--- src/rtl/mem_req_scheduler.sv ---
// mem_req_scheduler: shares one memory port between icache and dcache, routes tagged responses to their owner
module mem_req_scheduler #(
    parameter int ADDR_W          = 32,
    parameter int BLOCK_W         = 64,
    parameter int TAG_W           = 4,
    parameter int MAX_OUTSTANDING = 15,
    parameter int STARVE_LIMIT    = 8
) (
    input  logic               clock,
    input  logic               reset,
    input  logic               dc_req_valid,
    input  logic [1:0]         dc_req_cmd,
    input  logic               dc_req_prior,
    input  logic [ADDR_W-1:0]  dc_req_addr,
    input  logic [BLOCK_W-1:0] dc_req_data,
    output logic               dc_req_accepted,
    input  logic               ic_req_valid,
    input  logic               ic_req_prior,
    input  logic [ADDR_W-1:0]  ic_req_addr,
    output logic               ic_req_accepted,
    output logic [TAG_W-1:0]   req_tag,
    input  logic               ic_squash,
    output logic [1:0]         proc2mem_command,
    output logic [ADDR_W-1:0]  proc2mem_addr,
    output logic [BLOCK_W-1:0] proc2mem_data,
    input  logic [TAG_W-1:0]   mem2proc_transaction_tag,
    input  logic [BLOCK_W-1:0] mem2proc_data,
    input  logic [TAG_W-1:0]   mem2proc_data_tag,
    output logic               dc_resp_valid,
    output logic               ic_resp_valid,
    output logic [TAG_W-1:0]   resp_tag,
    output logic [BLOCK_W-1:0] resp_data,
    output logic [TAG_W:0]     outstanding_cnt,
    output logic               err_bad_tag
);
    localparam int NT = 2 ** TAG_W;
    localparam int SW = $clog2(STARVE_LIMIT + 1);

    typedef enum logic {RUN, DRAIN} state_t;

    state_t         state;
    logic [NT-1:0]  ent_v, ent_own, ent_drop;
    logic [SW-1:0]  dc_starve, ic_starve;
    logic           last_ic;
    logic           dc_load, dc_store, room, dc_elig, ic_elig, dc_hungry, ic_hungry;
    logic           grant_dc, grant_ic, tag_ok, live, deliver, alloc, alloc_ic, free, ic_live, ic_live_after;
    logic [NT-1:0]  free_mask, alloc_mask;

    // Arbitration, issue and response routing are all combinational (0-cycle)
    always_comb begin
        dc_load          = dc_req_cmd == 2'd1;
        dc_store         = dc_req_cmd == 2'd2;
        room             = outstanding_cnt < (TAG_W+1)'(MAX_OUTSTANDING);
        dc_elig          = dc_req_valid && (dc_store || (dc_load && room));
        ic_elig          = ic_req_valid && state == RUN && !ic_squash && room;
        dc_hungry        = dc_starve == SW'(STARVE_LIMIT);
        ic_hungry        = ic_starve == SW'(STARVE_LIMIT);
        grant_dc         = dc_elig && (!ic_elig || dc_hungry ||
                           (!ic_hungry && (dc_req_prior || (!ic_req_prior && last_ic))));
        grant_ic         = ic_elig && !grant_dc;
        tag_ok           = mem2proc_transaction_tag != '0;
        dc_req_accepted  = grant_dc && (dc_store || tag_ok);
        ic_req_accepted  = grant_ic && tag_ok;
        alloc            = (grant_dc && dc_load && tag_ok) || ic_req_accepted;
        alloc_ic         = ic_req_accepted;
        req_tag          = alloc ? mem2proc_transaction_tag : '0;
        proc2mem_command = grant_dc ? dc_req_cmd : grant_ic ? 2'd1 : 2'd0;
        proc2mem_addr    = grant_dc ? dc_req_addr : grant_ic ? ic_req_addr : '0;
        proc2mem_data    = (grant_dc && dc_store) ? dc_req_data : '0;
        live             = mem2proc_data_tag != '0 && ent_v[mem2proc_data_tag];
        free             = live;
        deliver          = live && !ent_drop[mem2proc_data_tag];
        dc_resp_valid    = deliver && !ent_own[mem2proc_data_tag];
        ic_resp_valid    = deliver && ent_own[mem2proc_data_tag] && !ic_squash;
        resp_tag         = (dc_resp_valid || ic_resp_valid) ? mem2proc_data_tag : '0;
        resp_data        = (dc_resp_valid || ic_resp_valid) ? mem2proc_data : '0;
        free_mask        = free ? NT'(1) << mem2proc_data_tag : '0;
        alloc_mask       = alloc ? NT'(1) << mem2proc_transaction_tag : '0;
        ic_live          = |(ent_v & ent_own);
        ic_live_after    = |(ent_v & ent_own & ~free_mask);
    end

    // Tag table, counters, starvation guard and squash FSM; allocation overrides a same-tag free
    always_ff @(posedge clock) begin
        if (!reset) begin
            state           <= RUN;
            ent_v           <= '0;
            ent_own         <= '0;
            ent_drop        <= '0;
            dc_starve       <= '0;
            ic_starve       <= '0;
            last_ic         <= 1'b1;
            outstanding_cnt <= '0;
            err_bad_tag     <= 1'b0;
        end else begin
            ent_v           <= (ent_v & ~free_mask) | alloc_mask;
            ent_own         <= alloc_ic ? ent_own | alloc_mask : ent_own & ~alloc_mask;
            ent_drop        <= (ent_drop | (ic_squash ? ent_v & ent_own : '0)) & ~alloc_mask;
            outstanding_cnt <= outstanding_cnt + (TAG_W+1)'(alloc) - (TAG_W+1)'(free);
            dc_starve       <= (!dc_req_valid || dc_req_accepted) ? '0 : dc_hungry ? dc_starve : dc_starve + 1'b1;
            ic_starve       <= (!ic_req_valid || ic_req_accepted) ? '0 : ic_hungry ? ic_starve : ic_starve + 1'b1;
            last_ic         <= dc_req_accepted ? 1'b0 : ic_req_accepted ? 1'b1 : last_ic;
            err_bad_tag     <= err_bad_tag || (mem2proc_data_tag != '0 && !live);
            state           <= state == RUN ? ((ic_squash && ic_live) ? DRAIN : RUN)
                                            : (ic_live_after ? DRAIN : RUN);
        end
    end
endmodule

--- config.mk ---
export PLATFORM = sky130hd
export DESIGN_NAME = mem_req_scheduler
export DESIGN_NICKNAME = d
export VERILOG_FILES = /design/src/rtl/mem_req_scheduler.sv
export SDC_FILE = /design/constraint.sdc
export NUM_CORES = 1
export LEC_CHECK = 0
export CAP_MARGIN = 40
export CORE_AREA = 2 2 151 153
export CTS_CLUSTER_SIZE = 12
export DETAILED_ROUTE_END_ITERATION = 8
export DIE_AREA = 0 0 153 155
export PLACE_DENSITY = 0.69
export SLEW_MARGIN = 10
export SYNTH_ARGS = -nofsm -noshare
export SYNTH_HDL_FRONTEND = slang
export SYNTH_SLANG_ARGS = --single-unit
export TNS_END_PERCENT = 20
--- constraint.sdc ---
create_clock -name clock -period 4.12 [get_ports clock]
set_input_delay 0.824 -clock clock [delete_from_list [all_inputs] [get_ports clock]]
set_output_delay 0.824 -clock clock [all_outputs]
set_load 0.005 [all_outputs]
==> qor.txt <==
status - completed
slowest stage cell, crit path - clkdlybuf4s50_1
Max Slew Vio Count - 0
Seq/Total Area, Yosys - 0.261
Reg2Reg Launch Point - ic_starve[0]
Pwr Density - 239 nW/µm²
fin util - 0.441
# rows - 55
first-pass iteration count of the detailed router - 4
Max Used Layer - met4
crit-path max FO - 31
remaining antenna violation count - 0
grt ovf - 0
Worst Path Arrival - 3.23 ns
Tcrit/Tclk final - 0.983
Ports - 389
Setup Total Neg Slack - 0 ns
Fillers - 2290
CTS clk-pin slew, worst paths - 0.05 ns
leakage - 4.30 nW
placer congestion estimate - 0.868
Clock Skew - 0.00781 ns
Hold Path Origin - err_bad_tag
CTS buffer count - 9
Main synth FF type - dfxtp_1
fmax - 247 MHz
synthesized area - 4900 µm²
IO Port Bufs - 388
VDD IR-drop max - 152 µV
post-DP HPWL - 21200 µm
clock sinks - 64
Vias/cell - 4.87
Synth-to-Final Area Change - 100%
Slew HR - 0.587
Crit path largest cell delay - 0.60 ns
Final Cell Area - 9810 µm²
Crit. End Element - primary output
Metal-1 WL - 8680 µm
most frequent cells in the layout - clkdlybuf4s50_1, and3_1, and2_1
Synth area leaders - dfxtp_1, and3_1, and2_1
Unique masters post-synth - 60
most common cell after layout, fill and taps aside - clkdlybuf4s50_1
Buf/Inv on CP - 3
pre-CTS setup slack - -0.531 ns
minimum clock period - 4.05 ns
Hold Vio Cnt, Final - 0
first-pass GRT wire length - 36800 µm
largest net degree at the start of global routing - 67
CP Cell Sequence - clkdlybuf4s50_1 -> or3b_2 -> o2bb2ai_2 -> o311a_4 -> buf_12 -> and3_1 -> clkdlybuf4s50_1
Mean Syn Cell Area - 8.16 µm²
# DRC - 0
post-synth top area cell - dfxtp_1
#FFs+latches synth - 64
die area - 23700 µm²
FFs w/ async S/R, synth - 0
Cells after Synth - 601
vias post-DR - 6351
Yosys warning count - 0
most frequent CP cell - clkdlybuf4s50_1
initial antenna violation count - 2
CP required - 3.30 ns
Die Ht - 155 µm
setup ws final - 0.0700 ns
wire length on met3 - 2100 µm
met2 WL - 14000 µm
worst min path class - register to register
WL per Instance - 19.8 µm
core area - 22200 µm²
Starting Density - 0.221
H-tree lvl count - 3
initial drt markers - 482
gr usage total - 0.203
CTS Root Cell - clkbuf_16
CP top delay family - buffers and inverters
Startpoint Class - input port
maxcap violations - 0
total power - 2.34 mW
critical path class - input port to primary output
CTS tree - yes
deepest clock path buffer count - 2
Total Wirelength - 25800 µm
placed cell areas - 9400 µm²
final net count - 1232
syn nets - 822
share of layout cells above drive strength 1 - 0.136
worst-margin pin slew - 0.611 ns
CP Launch Point - dc_req_cmd[0]
endpoints failing setup - 0
vias in the first global route - 6178
post-synth top area share - 0.261
worst skew pair latency - 0.33 ns
EDFF count, synth - 0
die width - 153 µm
## power by group
| part | internal (mW) | leakage [nW] | switching (mW) | total, mW |
|---|---|---|---|---|
| clock | 0.465 | 0.140 | 0.268 | 0.733 |
| combinational | 0.575 | 3.64 | 0.358 | 0.933 |
| sequential | 0.647 | 0.518 | 0.0297 | 0.677 |
## worst paths after layout
kind / to / slack, ns / cells past startpoint
max: proc2mem_data[55] / 0.07 / 7
min: err_bad_tag / 0.46 / 1
max reg2reg: outstanding_cnt[4] / 0.85 / 15
min reg2reg: err_bad_tag / 0.46 / 1
## final cells by class
type	count	area, µm²	share of cell area
diodes	2	5.00	0.000510
clock buffers	12	236	0.0241
clock inverters	4	45.0	0.00459
inverters	13	50.0	0.00510
multi-input cells	474	3450	0.351
flip-flops and latches	64	1280	0.131
well taps	285	357	0.0364
repair buffers	449	4390	0.447
## kinds of logic (layout without fill, tap and decap cells)
family,count (synthesis),after routing,share of synthesized area
mux,28,28,0.0886
fa+ha+maj,12,12,0.0322
buf+inv,63,478,0.0521
other cells,0,2,0
flops,64,64,0.261
simple gates,287,287,0.336
xor+xnor,8,8,0.0143
compound gates,139,139,0.215
## routing by layer
| metal | track usage | up-vias |
|---|---|---|
| met2 | 0.393 | 327 |
| met1 | 0.200 | 2953 |
| li1 | - | 3032 |
| met5 | 0 | - |
| met3 | 0.0599 | 39 |
| met4 | 0.0899 | 0 |
## stage by stage
stage               hold slack (ns)  cells
CTS                           0.475   1302
floorplan                     0.454    601
finish                        0.464   1303
detailed placement            0.463   1275
global placement              0.450   1275
global route                  0.500   1303
## repair_timing
action,in CTS,in global routing
gates resized for setup,120,22
endpoints found under the setup margin,71,133
setup buffers,9,0
pin swaps,1,3
cloned,2,1
hold buffers,0,0
## Yosys cell counts (all sizes together) (5+ instances only)
library cell and count:
nor3 8, nor3b 5, nor4 5, mux2i 13, a22oi 7, and2 77
nor2 18, a21oi 11, inv 12, dfxtp 64, a31oi 10, a31o 15
o21a 6, a22o 33, o21ai 14, ha 11, nand3 11, mux4 12
nand4 6, nor2b 9, nand2b 6, buf 6, and3 84, a21boi 13
nand2 47, clkbuf 44
## worst register-to-register path, cell delays in order (launching register included)
cell	delay [ns]
dfxtp_1	0.34
inv_1	0.08
ha_1	0.16
nand3b_1	0.16
o21a_1	0.21
o2111a_1	0.35
nor2_1	0.25
nand2_1	0.10
ha_1	0.27
inv_1	0.04
ha_1	0.20
fa_1	0.42
a21o_1	0.19
a21oi_1	0.18
xnor2_1	0.08
and2_1	0.14
No activity file was read; power rests on OpenSTA's default activity.
